<file path="config.mk">
export PLATFORM = sky130hd
export DESIGN_NAME = ascon_perm_core
export DESIGN_NICKNAME = d
export VERILOG_FILES = /design/src/rtl/ascon_pkg.sv /design/src/rtl/ascon_round_comb.sv /design/src/rtl/ascon_perm_core.sv
export SDC_FILE = /design/constraint.sdc
export NUM_CORES = 1
export LEC_CHECK = 0
export ABC_AREA = 0
export BUFFER_PORTS_ARGS = -buffer_cell sky130_fd_sc_hd__buf_2
export CORE_AREA = 2 2 253 255
export CTS_CLUSTER_SIZE = 30
export DETAILED_ROUTE_END_ITERATION = 7
export DIE_AREA = 0 0 255 257
export HOLD_SLACK_MARGIN = 0.15
export MAX_ROUTING_LAYER = met4
export PLACE_DENSITY = 0.75
export SLEW_MARGIN = 25
export SYNTH_ARGS = -nofsm -noshare
export SYNTH_HDL_FRONTEND = slang
export SYNTH_SLANG_ARGS = --single-unit
</file>
<file path="constraint.sdc">
create_clock -name clk -period 3.6 [get_ports clk]
set_clock_uncertainty 0.15 [all_clocks]
set_input_delay 0.72 -clock clk [delete_from_list [all_inputs] [get_ports clk]]
set_output_delay 0.72 -clock clk [all_outputs]
set_load 0.02 [all_outputs]
</file>
<file path="src/rtl/ascon_pkg.sv">
// Shared types, round constants and helpers for the Ascon permutation core.
package ascon_pkg;

  typedef struct packed {
    logic [63:0] x0;
    logic [63:0] x1;
    logic [63:0] x2;
    logic [63:0] x3;
    logic [63:0] x4;
  } ascon_state_t;

  localparam logic [7:0] ROUND_CONST [0:11] = '{
    8'hf0, 8'he1, 8'hd2, 8'hc3, 8'hb4, 8'ha5,
    8'h96, 8'h87, 8'h78, 8'h69, 8'h5a, 8'h4b
  };

  typedef enum logic [1:0] {
    ST_IDLE = 2'd0,
    ST_RUN  = 2'd1,
    ST_DONE = 2'd2
  } fsm_state_t;

  function automatic ascon_state_t unpack_state(input logic [319:0] v);
    return ascon_state_t'(v);
  endfunction

  function automatic logic [319:0] pack_state(input ascon_state_t s);
    return {s.x0, s.x1, s.x2, s.x3, s.x4};
  endfunction

  // Indices past the last round (ri==12 while idle/done) read as zero.
  function automatic logic [7:0] round_const(input logic [3:0] ri);
    if (ri < 4'd12) return ROUND_CONST[ri];
    else return 8'h00;
  endfunction

  function automatic logic [63:0] rotr(input logic [63:0] x, input int unsigned n);
    return (x >> n) | (x << (64 - n));
  endfunction

endpackage

</file>
<file path="src/rtl/ascon_round_comb.sv">
// One combinational Ascon round: constant addition, bitsliced S-box, linear diffusion.
module ascon_round_comb
  import ascon_pkg::*;
(
  input  logic [319:0] state,
  input  logic [3:0]   ri,
  output logic [319:0] next
);

  ascon_state_t s, l;
  logic [63:0] a0, a1, a2, a3, a4;
  logic [63:0] b0, b1, b2, b3, b4;
  logic [63:0] y0, y1, y2, y3, y4;

  always_comb begin
    s  = unpack_state(state);
    a0 = s.x0 ^ s.x4;
    a1 = s.x1;
    a2 = s.x2 ^ {56'd0, round_const(ri)} ^ s.x1;
    a3 = s.x3;
    a4 = s.x4 ^ s.x3;
    b0 = a0 ^ (~a1 & a2);
    b1 = a1 ^ (~a2 & a3);
    b2 = a2 ^ (~a3 & a4);
    b3 = a3 ^ (~a4 & a0);
    b4 = a4 ^ (~a0 & a1);
    y0 = b0 ^ b4;
    y1 = b1 ^ b0;
    y2 = ~b2;
    y3 = b3 ^ b2;
    y4 = b4;
    l.x0 = y0 ^ rotr(y0, 19) ^ rotr(y0, 28);
    l.x1 = y1 ^ rotr(y1, 61) ^ rotr(y1, 39);
    l.x2 = y2 ^ rotr(y2, 1)  ^ rotr(y2, 6);
    l.x3 = y3 ^ rotr(y3, 10) ^ rotr(y3, 17);
    l.x4 = y4 ^ rotr(y4, 7)  ^ rotr(y4, 41);
    next = pack_state(l);
  end

endmodule

</file>
<file path="src/rtl/ascon_perm_core.sv">
// Ascon p^a engine applying UNROLL rounds per clock with valid/ready handshakes.
// Optional macro ASCON_PERM_ZEROIZE_EN clears the state register on the output handshake.
module ascon_perm_core
  import ascon_pkg::*;
#(
  parameter int UNROLL     = 1,
  parameter int MAX_ROUNDS = 12
) (
  input  logic         clk,
  input  logic         rst_n,
  input  logic         in_valid,
  output logic         in_ready,
  input  logic [3:0]   in_rounds,
  input  logic [319:0] in_state,
  output logic         out_valid,
  input  logic         out_ready,
  output logic [319:0] out_state,
  output logic         out_err,
  output logic         busy
);

  fsm_state_t   fsm_q, fsm_d;
  logic [319:0] state_q, state_d;
  logic [3:0]   ri_q, ri_d, ri_step;
  logic         err_q, err_d;
  logic         legal;

  logic [319:0] chain [0:UNROLL];

  assign chain[0] = state_q;

  for (genvar g = 0; g < UNROLL; g++) begin : g_round
    ascon_round_comb u_round (
      .state (chain[g]),
      .ri    (ri_q + 4'(g)),
      .next  (chain[g+1])
    );
  end

  assign ri_step = ri_q + 4'(UNROLL);
  assign legal   = (in_rounds != 4'd0) && (in_rounds <= 4'(MAX_ROUNDS))
                   && ((int'(in_rounds) % UNROLL) == 0);

  always_comb begin
    // NOTE: every variable gets a default first, so no path can infer a latch.
    fsm_d   = fsm_q;
    state_d = state_q;
    ri_d    = ri_q;
    err_d   = err_q;
    unique case (fsm_q)
      ST_IDLE: begin
        if (in_valid) begin
          state_d = in_state;
          if (legal) begin
            ri_d  = 4'(MAX_ROUNDS) - in_rounds;
            fsm_d = ST_RUN;
          end else begin
            ri_d  = 4'(MAX_ROUNDS);
            err_d = 1'b1;
            fsm_d = ST_DONE;
          end
        end
      end
      ST_RUN: begin
        state_d = chain[UNROLL];
        ri_d    = ri_step;
        if (ri_step == 4'(MAX_ROUNDS)) fsm_d = ST_DONE;
      end
      ST_DONE: begin
        if (out_ready) begin
          fsm_d = ST_IDLE;
          err_d = 1'b0;
`ifdef ASCON_PERM_ZEROIZE_EN
          state_d = '0;
`else
          state_d = state_q;
`endif
        end
      end
      default: fsm_d = ST_IDLE;
    endcase
  end

  // NOTE: sequential state uses non-blocking assignments only, avoiding races between flops.
  always_ff @(posedge clk) begin
    if (!rst_n) begin
      fsm_q   <= ST_IDLE;
      state_q <= '0;
      ri_q    <= '0;
      err_q   <= 1'b0;
    end else begin
      fsm_q   <= fsm_d;
      state_q <= state_d;
      ri_q    <= ri_d;
      err_q   <= err_d;
    end
  end

  assign in_ready  = (fsm_q == ST_IDLE);
  assign out_valid = (fsm_q == ST_DONE);
  assign out_err   = out_valid & err_q;
  assign busy      = (fsm_q == ST_RUN);
  assign out_state = state_q;

endmodule

</file>
==> impl_metrics.py <==
metrics = {
    "clocking": {
        "cts-htree-levels": 2,
        "cts_resized": 0,
        "clockBufferDepth": 3,
        "post_cts_buffers": 0,
        "postCtsHoldBufs": 0,
        "clk_pin_slew_ns": 0.06,
        "worst_skew_pair.late_latency_ns": 0.60,
        "cts_tree": "yes",
        "clock_sinks": 327,
        "root_buffer": "clkbuf_16",
        "cts_made_buffers": 42,
    },
    "worst_setup_path": {
        "end_kind": "output port",
        "arrival_ns": 2.40,
        "cp.required_ns": 2.73,
        "worstPathMaxFanout": 15,
        "path_class": "flip-flop to output port",
        "worstRegToRegCells": 7,
        "crit_path_start_kind": "flip-flop",
    },
    "synth": {
        "yosysWarnings": 0,
        "synth_fp_nets": 3663,
        "syn_area_sq_mm": 0.0300,
        "yosysMostFrequentCell": "xnor2_1",
        "synth_top_area_cell": "dfxtp_1",
        "synth_seq_area_share_pct": 21.8,
        "synthCells": 3205,
        "ys_types": 47,
        "synthTopCellsByArea": "dfxtp_1 (22%), xnor2_1 (14%), xnor3_1 (14%), o221ai_1 (7.4%), a21boi_0 (5.7%)",
        "avgSynthCellArea_sq_um": 9.35,
        "yosys_most_used_dff": "dfxtp_1",
        "async_reset_ff_share_pct": 0,
        "synth-seq-cells": 327,
        "synth_top_cells_by_count": "xnor2_1 (472), nand2_1 (415), dfxtp_1 (327), o221ai_1 (254), a21boi_0 (226)",
        "synth_top_area_share_pct": 21.8,
        "synth_enable_flop_cells": 0,
    },
    "sta": {
        "fin_crit_sh_pct": 90.8,
        "min_period_ns": 3.27,
        "finalHoldViolCount": 0,
        "slew_violations": 0,
        "tns_ns": 0,
        "worstMarginPinSlew_ns": 1.19,
        "rsz0062_at_grt": "no",
        "timing.slew.headroom_pct": 20.4,
        "setup_viol": 0,
        "clock.fmax_ghz": 0.306,
    },
    "grt": {
        "grt_pass1_vias": 27349,
        "grt_max_degree": 173,
        "grt_pass1_wl_um": 208000,
        "grt_use_total_pct": 46.6,
        "grt_overflow": 0,
        "antenna_found_initial": 9,
    },
    "final_layout": {
        "drive_above_1_share_pct": 25.9,
        "area_growth_syn_to_layout_pct": 22.9,
        "fin_nets": 4382,
    },
    "job": {
        "maxCapViolCount": 0,
    },
    "floorplanning": {
        "core-area_sq_mm": 0.0627,
        "die_h_um": 257,
        "std_cell_rows": 92,
        "start_util_pct": 47.8,
        "ios": 652,
        "die_area_sq_mm": 0.0655,
        "die_width_um": 255,
    },
    "detailed_routing": {
        "vias": 29602,
        "remaining_drc_errors": 0,
        "ant_nets": 0,
        "dr.pass1.iters": 6,
        "wl_per_cell_um": 31.7,
        "via_per_inst": 6.15,
        "drt_iter0_drc": 4465,
        "routed_wl_um": 153000,
    },
    "worst_hold_path": {
        "worstHoldPathType": "input port to flip-flop",
        "worstHoldPathCells": 3,
    },
    "status": {
        "outcome": "complete, no violations",
    },
    "place": {
        "dp_hpwl_um": 125000,
        "routabilityCongestion": 1.11,
        "numPortBuffers": 651,
    },
}
[cell families (layout without fill, tap and decap cells)]
group / Yosys count / count (layout) / share of synthesized area, %
AND/OR/NAND/NOR: 598 / 598 / 8.10
AO/OA/AOI/OAI: 733 / 733 / 18.4
multiplexers: 45 / 45 / 1.56
other: 0 / 9 / 0
buffers and inverters: 385 / 1137 / 4.98
flip-flops: 327 / 327 / 21.8
adder cells (fa/ha/maj): 194 / 194 / 7.59
XOR/XNOR: 923 / 923 / 37.6
[sequential cells by signal, summed over array words and instances, names as in the netlist]
name,count
err_q,1
out_state,320
ri_q,4
fsm_q,2
[metrics by stage]
step           worst slack [ns]  util (%)  area, sq um  hold slack [ns]  cells
3_5_place_dp              0.551      56.3        35300            0.333   4726
2_1_floorplan              1.09         -        30000            0.314   3205
4_1_cts                   0.382      58.7        36800            0.267   4803
5_1_grt                   0.290      58.7        36800            0.282   4810
3_3_place_gp              0.559      56.3        35300            0.330   4726
6_report                  0.331      58.7        36800            0.275   4812
[worst paths after layout]
| path | startpoint | endpoint | slack (ns) |
|---|---|---|---|
| max | fsm_q[1]$_SDFFE_PN0P_ | busy | 0.33 |
| min | out_ready | err_q$_SDFFE_PN0P_ | 0.28 |
| max reg2reg | ri_q[2]$_SDFFE_PN0P_ | out_state[117]$_SDFFE_PN0P_ | 0.44 |
| min reg2reg | err_q$_SDFFE_PN0P_ | err_q$_SDFFE_PN0P_ | 0.35 |
[routing by layer]
layer  GRT usage, %  up-vias  share of wire [%]
met5              -        -                  0
met4           28.1        0                7.4
met3           9.67      452                 12
met2           68.6     2232                 43
met1           58.5    14281                 37
li1               -    12637                  -
[worst max-delay path, stage by stage, from the launching register on]
cell	delay, ns
dfxtp_1	0.51
clkinv_1	0.20
nand2_4	0.14
clkinv_1	0.57
buf_2	0.39
[layout by cell type (no fill, tap or decap), types with 58 or more instances in the layout]
master,instances
maj3_1,58
nor2_1,79
ha_1,130
a21boi_0,226
dfxtp_1,326
xnor3_1,183
buf_4,199
buf_2,650
inv_1,196
nand2_1,414
o221ai_1,254
xnor2_1,471
o21ai_0,94
xnor2_2,65
xor2_1,192
[cell type report]
class                           count  area, sq um
Sequential cell                   327         6550
Fill cell                        5626        25900
Timing Repair Buffer              862         5000
Clock buffer                       53         1210
Inverter                          198          743
Multi-Input combinational cell   2493        22000
Antenna cell                        9         22.5
Tap cell                          846         1060
Clock inverter                     24          299
Power is not shown: default switching activity piles up to over one toggle a cycle in this logic, so the estimate is an artifact.
